`src/rtl/instr_fetch_pkg.sv`:
```
// Shared types and default parameters for the instruction fetch unit.
package instr_fetch_pkg;

  typedef enum logic {
    LOAD = 1'b0,
    RUN  = 1'b1
  } fetch_state_e;

  localparam int unsigned DATA_W_DEF   = 32;
  localparam int unsigned ADDR_W_DEF   = 5;
  localparam int unsigned RESET_PC_DEF = 0;

endpackage

```
`src/rtl/prog_mem.sv`:
```
// Single-clock program RAM: one write port, one registered read port, no reset.
module prog_mem #(
  parameter int unsigned DATA_W = 32,
  parameter int unsigned ADDR_W = 5
) (
  input  logic              clk,
  input  logic              we,
  input  logic [ADDR_W-1:0] waddr,
  input  logic [DATA_W-1:0] wdata,
  input  logic              re,
  input  logic [ADDR_W-1:0] raddr,
  output logic [DATA_W-1:0] rdata
);

  logic [DATA_W-1:0] mem [2**ADDR_W];
  logic [DATA_W-1:0] rdata_q;

  always_ff @(posedge clk) begin
    if (we) mem[waddr] <= wdata;
    if (re) rdata_q <= mem[raddr];
  end

  assign rdata = rdata_q;

endmodule

```
`src/rtl/instr_fetch_unit.sv`:
```
// Instruction fetch unit: loads a program into RAM, then streams words
// sequentially with stall, redirect and wrap-around.
module instr_fetch_unit
  import instr_fetch_pkg::*;
#(
  parameter int unsigned DATA_W   = DATA_W_DEF,
  parameter int unsigned ADDR_W   = ADDR_W_DEF,
  parameter int unsigned RESET_PC = RESET_PC_DEF
) (
  input  logic              clk,
  input  logic              reset,
  input  logic              load_en,
  input  logic [ADDR_W-1:0] load_addr,
  input  logic [DATA_W-1:0] load_data,
  input  logic              run,
  input  logic              stall,
  input  logic              redirect_valid,
  input  logic [ADDR_W-1:0] redirect_pc,
  output logic              instr_valid,
  output logic [DATA_W-1:0] instr,
  output logic [ADDR_W-1:0] instr_pc,
  output logic              running
);

  fetch_state_e      state_q, state_d;
  logic [ADDR_W-1:0] fetch_pc_q, fetch_pc_d;
  logic [ADDR_W-1:0] instr_pc_q, instr_pc_d;
  logic              instr_valid_q, instr_valid_d;
  logic              running_q, running_d;
  logic              has_data_q, has_data_d;
  logic              mem_we, mem_re;
  logic [DATA_W-1:0] mem_rdata;

  always_comb begin
    state_d       = state_q;
    fetch_pc_d    = fetch_pc_q;
    instr_pc_d    = instr_pc_q;
    instr_valid_d = instr_valid_q;
    has_data_d    = has_data_q;
    mem_we        = 1'b0;
    mem_re        = 1'b0;
    unique case (state_q)
      LOAD: begin
        mem_we        = load_en & ~reset;
        instr_valid_d = 1'b0;
        if (run) state_d = RUN;
      end
      RUN: begin
        if (!run) begin
          state_d       = LOAD;
          instr_valid_d = 1'b0;
        end else if (redirect_valid) begin
          fetch_pc_d    = redirect_pc;
          instr_valid_d = 1'b0;
        end else if (!stall) begin
          mem_re        = ~reset;
          instr_pc_d    = fetch_pc_q;
          instr_valid_d = 1'b1;
          has_data_d    = 1'b1;
          fetch_pc_d    = fetch_pc_q + ADDR_W'(1);
        end
      end
    endcase
    running_d = (state_d == RUN);
  end

  // instr is the RAM's own read register; has_data_q masks it to zero
  // after reset since the RAM itself is never cleared.
  always_ff @(posedge clk) begin
    if (reset) begin
      state_q       <= LOAD;
      fetch_pc_q    <= ADDR_W'(RESET_PC);
      instr_pc_q    <= '0;
      instr_valid_q <= 1'b0;
      running_q     <= 1'b0;
      has_data_q    <= 1'b0;
    end else begin
      state_q       <= state_d;
      fetch_pc_q    <= fetch_pc_d;
      instr_pc_q    <= instr_pc_d;
      instr_valid_q <= instr_valid_d;
      running_q     <= running_d;
      has_data_q    <= has_data_d;
    end
  end

  prog_mem #(
    .DATA_W(DATA_W),
    .ADDR_W(ADDR_W)
  ) u_prog_mem (
    .clk  (clk),
    .we   (mem_we),
    .waddr(load_addr),
    .wdata(load_data),
    .re   (mem_re),
    .raddr(fetch_pc_q),
    .rdata(mem_rdata)
  );

  assign instr       = has_data_q ? mem_rdata : '0;
  assign instr_pc    = instr_pc_q;
  assign instr_valid = instr_valid_q;
  assign running     = running_q;

endmodule
```
`config.mk`:
```
export PLATFORM = sky130hd
export DESIGN_NAME = instr_fetch_unit
export DESIGN_NICKNAME = d
export VERILOG_FILES = /design/src/rtl/instr_fetch_pkg.sv /design/src/rtl/prog_mem.sv /design/src/rtl/instr_fetch_unit.sv
export SDC_FILE = /design/constraint.sdc
export NUM_CORES = 1
export LEC_CHECK = 0
export CORE_MARGIN = 8
export CORE_UTILIZATION = 45
export DETAILED_ROUTE_END_ITERATION = 16
export MAX_ROUTING_LAYER = met4
export PLACE_DENSITY = 0.68
export SLEW_MARGIN = 5
export SYNTH_ARGS = -nofsm -noshare
export SYNTH_HDL_FRONTEND = slang
export SYNTH_HIERARCHICAL = 1
export SYNTH_SLANG_ARGS = --single-unit
```
`constraint.sdc`:
```
create_clock -name clk -period 5.25 [get_ports clk]
set_input_delay 0.7875 -clock clk [delete_from_list [all_inputs] [get_ports clk]]
set_output_delay 0.7875 -clock clk [all_outputs]
set_load 0.02 [all_outputs]
```
==> results of run 1 <==
-- flip-flops by register name, summed over array words and instances (netlist names) --
register          cells
fetch_pc_q            5
u_prog_mem/mem     1024
has_data_q            1
instr_pc              5
u_prog_mem/rdata     32
instr_valid           1
running               1
-- power by group through the flow --
stage	registers, uW	clock network, uW	logic (uW)
global placement	9600	0	597
CTS	9420	7510	612
finish	9420	7400	611
detailed placement	9600	0	610
global route	9420	7840	645
floorplan	9600	0	292
-- layout by cell type, fill, tap and decap left out, types with 3 or more instances in the layout --
| cell | instances |
|---|---|
| nor2_1 | 7 |
| diode_2 | 4 |
| and2_1 | 32 |
| clkbuf_16 | 105 |
| or3_1 | 3 |
| clkbuf_1 | 21 |
| clkdlybuf4s50_1 | 67 |
| buf_12 | 11 |
| a22oi_1 | 96 |
| a21oi_1 | 98 |
| nor3_1 | 32 |
| bufinv_16 | 12 |
| or3b_2 | 3 |
| nand3_1 | 100 |
| mux2i_1 | 518 |
| nor2_4 | 33 |
| clkinvlp_4 | 6 |
| nand2_1 | 101 |
| o21ai_0 | 4 |
| clkinv_1 | 19 |
| nand3b_1 | 5 |
| buf_4 | 53 |
| dfxtp_1 | 12 |
| clkinv_8 | 3 |
| buf_2 | 19 |
| a22o_1 | 64 |
| edfxtp_1 | 1056 |
| clkinv_2 | 26 |
| a31oi_1 | 35 |
-- per-layer routing --
metal  GRT usage [%]  vias up  wire length [um]
met5               -        -                 0
met4            5.99        0              3010
met3            2.39      152              6100
met2            31.3      851             48300
met1            25.3    11203             40400
li1                -     9621                 -
-- kinds of logic after synthesis --
family          synth area share [%]
flops                           76.8
mux                             12.5
simple gates                    3.78
compound gates                  4.99
buf+inv                         1.93
fa+ha+maj                     0.0301
-- worst register-to-register path, stage by stage (launching register included) --
cell and delay [ns]:
dfxtp_1 0.62, and2b_4 0.94, buf_4 0.88, nand2_1 0.15
nand3_1 0.23, nand3_1 0.24
-- area by class of cell --
cell class / count / area [um^2]
Clock inverter: 71 / 726
Sequential cell: 1069 / 32000
Fill cell: 7216 / 44200
Tap cell: 1186 / 1480
Clock buffer: 126 / 2710
Inverter: 2 / 7.51
Multi-Input combinational cell: 1155 / 9120
Timing Repair Buffer: 150 / 1380
Antenna cell: 4 / 10.0
-- stage by stage --
step	setup slack, ns	instances	util [%]	hold WS [ns]
2_1_floorplan	0.601	2361	-	0.523
3_3_place_gp	1.06	3562	48.0	0.474
3_5_place_dp	1.02	3562	48.0	0.486
4_1_cts	1.69	3759	51.7	0.488
5_1_grt	1.64	3759	51.7	0.526
6_report	1.69	3763	51.7	0.479
-- final timing paths --
check	end	slack, ns	cells past startpoint	startpoint
worst max-delay path	u_prog_mem/mem[12][4]	1.69	5	reset
worst min-delay path	instr_valid	0.48	2	instr_valid
worst max register to register	u_prog_mem/rdata[2]	1.87	5	fetch_pc_q[1]
worst min register to register	instr_valid	0.48	2	instr_valid
==> metrics.txt, run 1 <==
# TYPE chip_impl_metric gauge
chip_impl_metric{name="postSynthCellCount",unit=""} 2361
chip_impl_metric{name="cap_violations",unit=""} 0
chip_impl_metric{name="postSynthAreaPerCell",unit="um^2"} 17.6
chip_impl_metric{name="cts_buffer_depth",unit=""} 3
chip_impl_metric{name="cell_internal_pwr",unit="uW"} 13900
chip_impl_info{name="cp-start-kind",value="input port"} 1
chip_impl_metric{name="ctsHoldBuffers",unit=""} 0
chip_impl_metric{name="initial_core_utilization",unit="%"} 45.4
chip_impl_metric{name="worst_pin_slew",unit="ns"} 1.17
chip_impl_metric{name="post_route_cells_drive_above_1_share",unit="%"} 11.1
chip_impl_metric{name="setup_tns",unit="ns"} 0
chip_impl_info{name="worst-setup-path-type",value="input port to flip-flop"} 1
chip_impl_info{name="synth_most_common_cell",value="edfxtp_1"} 1
chip_impl_metric{name="ys_seq_elements",unit=""} 1069
chip_impl_metric{name="post-cts-setup-buffer-count",unit=""} 0
chip_impl_metric{name="placementRows",unit=""} 111
chip_impl_metric{name="hold_viol_final",unit=""} 0
chip_impl_metric{name="die-width",unit="um"} 320
chip_impl_metric{name="cts-resized-gates",unit=""} 0
chip_impl_info{name="clock-root-buffer",value="clkbuf_16"} 1
chip_impl_metric{name="drtPass1Iterations",unit=""} 5
chip_impl_metric{name="net-switching-power",unit="uW"} 3560
chip_impl_metric{name="postRouteWirelength",unit="um"} 97800
chip_impl_info{name="netlist_top_cells_count",value="edfxtp_1 (1056), mux2i_1 (518), nand2_1 (102), nand3_1 (100), a21oi_1 (98)"} 1
chip_impl_info{name="status",value="finished clean"} 1
chip_impl_metric{name="clk_latency",unit="ns"} 0.67
chip_impl_metric{name="synth-async-reset-ratio",unit="%"} 0
chip_impl_info{name="timing.critical_path.slowest_stage_cell",value="nor2_4"} 1
chip_impl_metric{name="clock-sinks",unit=""} 1069
chip_impl_metric{name="finalMaxSlewViolations",unit=""} 0
chip_impl_metric{name="grt_start_max_net_pins",unit=""} 97
chip_impl_metric{name="min_period",unit="ns"} 3.56
chip_impl_metric{name="count_of_synthesis_stage_warnings_from_yosys",unit=""} 6
chip_impl_metric{name="fp.dieArea",unit="um^2"} 102000
chip_impl_metric{name="grt_remaining_overflow",unit=""} 0
chip_impl_metric{name="detail_route.wl_per_cell",unit="um"} 26.0
chip_impl_metric{name="first_global_vias",unit=""} 21540
chip_impl_metric{name="p_seq_share",unit="%"} 54.1
chip_impl_info{name="unrepaired_setup_endpoints_after_global_routing",value="false"} 1
chip_impl_metric{name="final-setup-viol-count",unit=""} 0
chip_impl_metric{name="htree_num_levels",unit=""} 3
chip_impl_metric{name="fmax",unit="MHz"} 281
chip_impl_metric{name="nNetsFinal",unit=""} 2532
chip_impl_metric{name="finClkSkew",unit="ns"} 0.0250
chip_impl_metric{name="max_slew_margin",unit="%"} 21.1
chip_impl_metric{name="count_of_flip_flops_with_a_built_in_enable_after_synthesis",unit=""} 1056
chip_impl_metric{name="total_leakage_power",unit="uW"} 0.0143
chip_impl_metric{name="p_comb_share",unit="%"} 3.5
chip_impl_metric{name="top_level_ports",unit=""} 87
chip_impl_metric{name="cts_buffers",unit=""} 105
chip_impl_info{name="crit_family",value="simple AND/OR/NAND/NOR gates"} 1
chip_impl_metric{name="dr.first_iter.drc_count",unit=""} 2472
chip_impl_metric{name="synth_fp_nets",unit=""} 2410
chip_impl_info{name="setup.worst_path.end_class",value="flip-flop"} 1
chip_impl_metric{name="height_of_the_die",unit="um"} 320
chip_impl_metric{name="fp.coreArea",unit="um^2"} 91700
chip_impl_info{name="synthFlopType",value="edfxtp_1"} 1
chip_impl_info{name="clock_tree_from_tritoncts",value="done"} 1
chip_impl_metric{name="synth_largest_type_area_fraction",unit="%"} 76.2
chip_impl_info{name="holdCritPathClass",value="flip-flop to flip-flop"} 1
chip_impl_metric{name="area_growth_synth_to_finish",unit="%"} 13.9
chip_impl_metric{name="final.period_utilization",unit="%"} 67.8
chip_impl_info{name="yosys-top-cells-area",value="edfxtp_1 (76%), mux2i_1 (12%), a22oi_1 (1.7%)"} 1
chip_impl_metric{name="remaining_design_rule_violation_count",unit=""} 0
chip_impl_metric{name="netlist_area",unit="um^2"} 41600
chip_impl_metric{name="num_vias",unit=""} 21827
chip_impl_metric{name="gpl.final_weighted_congestion",unit=""} 0.817
chip_impl_metric{name="clkSlewWorstSetupHoldPaths",unit="ns"} 0.06
chip_impl_metric{name="cp.arrival",unit="ns"} 3.83
chip_impl_metric{name="cp_data_required_time",unit="ns"} 5.53
chip_impl_metric{name="grt_pass1_wl",unit="um"} 144000
chip_impl_metric{name="critPathMaxFanout",unit=""} 32
chip_impl_metric{name="port_buffers",unit=""} 86
chip_impl_metric{name="globalRouteTotalUtil",unit="%"} 19.2
chip_impl_metric{name="detailed_place_hpwl",unit="um"} 60000
chip_impl_metric{name="power_frac_clock",unit="%"} 42.4
chip_impl_metric{name="count_of_antenna_violating_nets_left_after_detailed_routing",unit=""} 0
chip_impl_metric{name="pwr_density_cell",unit="nW/um^2"} 368
chip_impl_metric{name="via_per_inst",unit=""} 5.80
chip_impl_metric{name="yosysSeqAreaShare",unit="%"} 76.8
chip_impl_metric{name="cp_num_buf_inv",unit=""} 2
chip_impl_metric{name="postPlaceCellArea",unit="um^2"} 44000
chip_impl_metric{name="slowest_delay",unit="ns"} 0.91
chip_impl_info{name="critical_path_cell_sequence",value="clkdlybuf4s50_1 -> nor3b_1 -> buf_4 -> or3b_2 -> nor2_4"} 1
chip_impl_metric{name="switching_share",unit="%"} 20.4
chip_impl_metric{name="postLayoutCellArea",unit="um^2"} 47400
chip_impl_metric{name="vdd_drop_max",unit="mV"} 0.247
chip_impl_metric{name="fin_total_pwr",unit="uW"} 17400
chip_impl_metric{name="synth_cell_type_count",unit=""} 40
chip_impl_metric{name="antenna_found_initial",unit=""} 3
chip_impl_info{name="synth_largest_area_cell",value="edfxtp_1"} 1
(Power assumes the default switching activity.)
==> run 2: changes to the inputs <==
==> constraint.sdc (replaced) <==
create_clock -name clk -period 3.31 [get_ports clk]
set_input_delay 0.4965 -clock clk [delete_from_list [all_inputs] [get_ports clk]]
set_output_delay 0.4965 -clock clk [all_outputs]
set_load 0.02 [all_outputs]
==> metrics.txt, run 2 (same netlist as run 1, synthesis figures left out) <==
# TYPE chip_impl_metric gauge
chip_impl_info{name="status",value="finished clean"} 1
chip_impl_metric{name="min_period",unit="ns"} 2.93
chip_impl_info{name="most-common-layout-cells",value="edfxtp_1 (1056), mux2i_1 (518), clkbuf_16 (105)"} 1
chip_impl_metric{name="remaining_design_rule_violation_count",unit=""} 0
chip_impl_metric{name="area_growth_synth_to_finish",unit="%"} 16.6
chip_impl_metric{name="post-cts-setup-buffer-count",unit=""} 0
chip_impl_metric{name="top_level_ports",unit=""} 87
chip_impl_metric{name="worst_pin_slew",unit="ns"} 1.24
chip_impl_metric{name="grt_start_max_net_pins",unit=""} 63
chip_impl_metric{name="final-setup-viol-count",unit=""} 0
chip_impl_metric{name="htree_num_levels",unit=""} 3
chip_impl_info{name="final_common_cell",value="edfxtp_1"} 1
chip_impl_metric{name="multi_input_area",unit="um^2"} 9130
chip_impl_info{name="clock-root-buffer",value="clkbuf_16"} 1
chip_impl_metric{name="cts_buffers",unit=""} 104
chip_impl_metric{name="cp.arrival",unit="ns"} 3.24
chip_impl_metric{name="detailed_place_hpwl",unit="um"} 59300
chip_impl_info{name="setup.worst_path.end_class",value="flip-flop"} 1
chip_impl_metric{name="gr-usage-met3",unit="%"} 3.85
chip_impl_info{name="max_flop_register",value="u_prog_mem/mem"} 1
chip_impl_metric{name="nNetsFinal",unit=""} 2605
chip_impl_metric{name="hold_viol_final",unit=""} 0
chip_impl_metric{name="hold_ws",unit="ns"} 0.488
chip_impl_metric{name="vdd_drop_max",unit="mV"} 0.396
chip_impl_metric{name="largest_register_ffs",unit=""} 1024
chip_impl_metric{name="final.fill_count",unit=""} 7073
chip_impl_metric{name="fp.dieArea",unit="um^2"} 102000
chip_impl_metric{name="drtPass1Iterations",unit=""} 5
chip_impl_metric{name="num_vias",unit=""} 22321
chip_impl_metric{name="max_slew_margin",unit="%"} 16.9
chip_impl_info{name="worst-setup-path-type",value="flip-flop to flip-flop"} 1
chip_impl_metric{name="cp_data_required_time",unit="ns"} 3.62
chip_impl_metric{name="initial_core_utilization",unit="%"} 45.4
chip_impl_metric{name="fmax",unit="MHz"} 341
chip_impl_metric{name="total_leakage_power",unit="uW"} 0.0148
chip_impl_metric{name="post_route_cells_drive_above_1_share",unit="%"} 12.7
chip_impl_metric{name="cts-resized-gates",unit=""} 0
chip_impl_metric{name="cap_violations",unit=""} 0
chip_impl_metric{name="height_of_the_die",unit="um"} 320
chip_impl_info{name="holdCritPathClass",value="flip-flop to flip-flop"} 1
chip_impl_metric{name="clk_latency",unit="ns"} 0.65
chip_impl_info{name="busiest_layer",value="met2"} 1
chip_impl_metric{name="clock-sinks",unit=""} 1069
chip_impl_metric{name="ctsHoldBuffers",unit=""} 0
chip_impl_metric{name="detail_route.wl_per_cell",unit="um"} 26.9
chip_impl_metric{name="placedCellCount",unit=""} 3636
chip_impl_metric{name="setup_tns",unit="ns"} 0
chip_impl_metric{name="port_buffers",unit=""} 86
chip_impl_metric{name="finClkSkew",unit="ns"} 0.0165
chip_impl_metric{name="via_per_inst",unit=""} 5.83
chip_impl_metric{name="grt_pass1_wl",unit="um"} 150000
chip_impl_info{name="unrepaired_setup_endpoints_after_global_routing",value="false"} 1
chip_impl_metric{name="first_global_vias",unit=""} 22625
chip_impl_metric{name="globalRouteTotalUtil",unit="%"} 20.3
chip_impl_metric{name="count_of_antenna_violating_nets_left_after_detailed_routing",unit=""} 0
chip_impl_metric{name="finalMaxSlewViolations",unit=""} 0
chip_impl_info{name="cp-start-kind",value="flip-flop"} 1
chip_impl_metric{name="postRouteWirelength",unit="um"} 103000
chip_impl_metric{name="grt_remaining_overflow",unit=""} 0
chip_impl_metric{name="fp.coreArea",unit="um^2"} 91700
chip_impl_metric{name="critPathMaxFanout",unit=""} 17
chip_impl_info{name="clock_tree_from_tritoncts",value="done"} 1
chip_impl_metric{name="die-width",unit="um"} 320
chip_impl_metric{name="final.period_utilization",unit="%"} 88.6
chip_impl_metric{name="gpl.final_weighted_congestion",unit=""} 0.826
chip_impl_metric{name="area.sequential",unit="um^2"} 32000
chip_impl_metric{name="antenna_found_initial",unit=""} 3
chip_impl_metric{name="cts_buffer_depth",unit=""} 3
chip_impl_metric{name="placementRows",unit=""} 111
chip_impl_metric{name="dr.first_iter.drc_count",unit=""} 2500
chip_impl_metric{name="use_met2",unit="%"} 32.6
chip_impl_metric{name="globalRouteMet1Util",unit="%"} 25.9
chip_impl_metric{name="count_of_non_filler_cells_in_the_finished_layout",unit=""} 3830
chip_impl_metric{name="pwr_density_cell",unit="nW/um^2"} 574
chip_impl_metric{name="clkSlewWorstSetupHoldPaths",unit="ns"} 0.06
[run 2: cell types whose count changed in the layout (fill, tap and decap cells not counted), moves of 4 or more]
| cell | change |
|---|---|
| buf_12 | +35 |
| buf_4 | +39 |
| buf_2 | -19 |
| clkdlybuf4s50_1 | +19 |
| clkinv_2 | -5 |
| bufinv_16 | +4 |
[run 2: metal layers]
| metal | wire [um] | vias to the layer above |
|---|---|---|
| met3 | 8260 | 178 |
| li1 | - | 9770 |
| met4 | 3140 | 0 |
| met2 | 49900 | 954 |
| met5 | 0 | - |
| met1 | 41800 | 11419 |
[run 2: per-stage QoR]
| stage | total power (uW) | util (%) | cell area [um^2] | worst slack [ns] |
|---|---|---|---|---|
| after floorplan | 15700 | - | 41600 | -0.137 |
| after global placement | 16200 | 49.2 | 45100 | 0.186 |
| after detailed placement | 16200 | 49.2 | 45100 | 0.204 |
| after CTS | 28000 | 52.9 | 48500 | 0.441 |
| after global routing | 28600 | 52.9 | 48500 | 0.338 |
| final | 27900 | 52.9 | 48500 | 0.376 |
[run 2: report_power, final]
part | switching (uW) | internal (uW) | total (uW)
clock network | 4900 | 7060 | 12000
registers | 26.2 | 14900 | 14900
logic | 623 | 336 | 959
total | 5550 | 22300 | 27900
[run 2: area by class of cell]
class / count / area share [%]
sequential: 1069 / 65.9
tap: 1186 / 3.06
inverter: 2 / 0.0155
clock buffer: 124 / 5.56
multi-input combinational: 1155 / 18.8
antenna: 2 / 0.0103
clock inverter: 68 / 1.57
timing repair buffer: 224 / 5.09
[run 2: worst paths after layout]
| path | depth (start not counted) | to | from | slack (ns) |
|---|---|---|---|---|
| hold / removal | 2 | instr_valid | instr_valid | 0.49 |
| setup / recovery | 5 | u_prog_mem/rdata[10] | fetch_pc_q[2] | 0.38 |
| hold reg to reg | 2 | instr_valid | instr_valid | 0.49 |
| setup reg to reg | 5 | u_prog_mem/rdata[10] | fetch_pc_q[2] | 0.38 |
[run 2: critical path, stage by stage, from the launching register on]
cell and delay (ns):
dfxtp_1 0.64, nor2b_4 0.79, buf_4 0.26, a22oi_1 0.09, a31oi_1 0.47, nand3_1 0.34
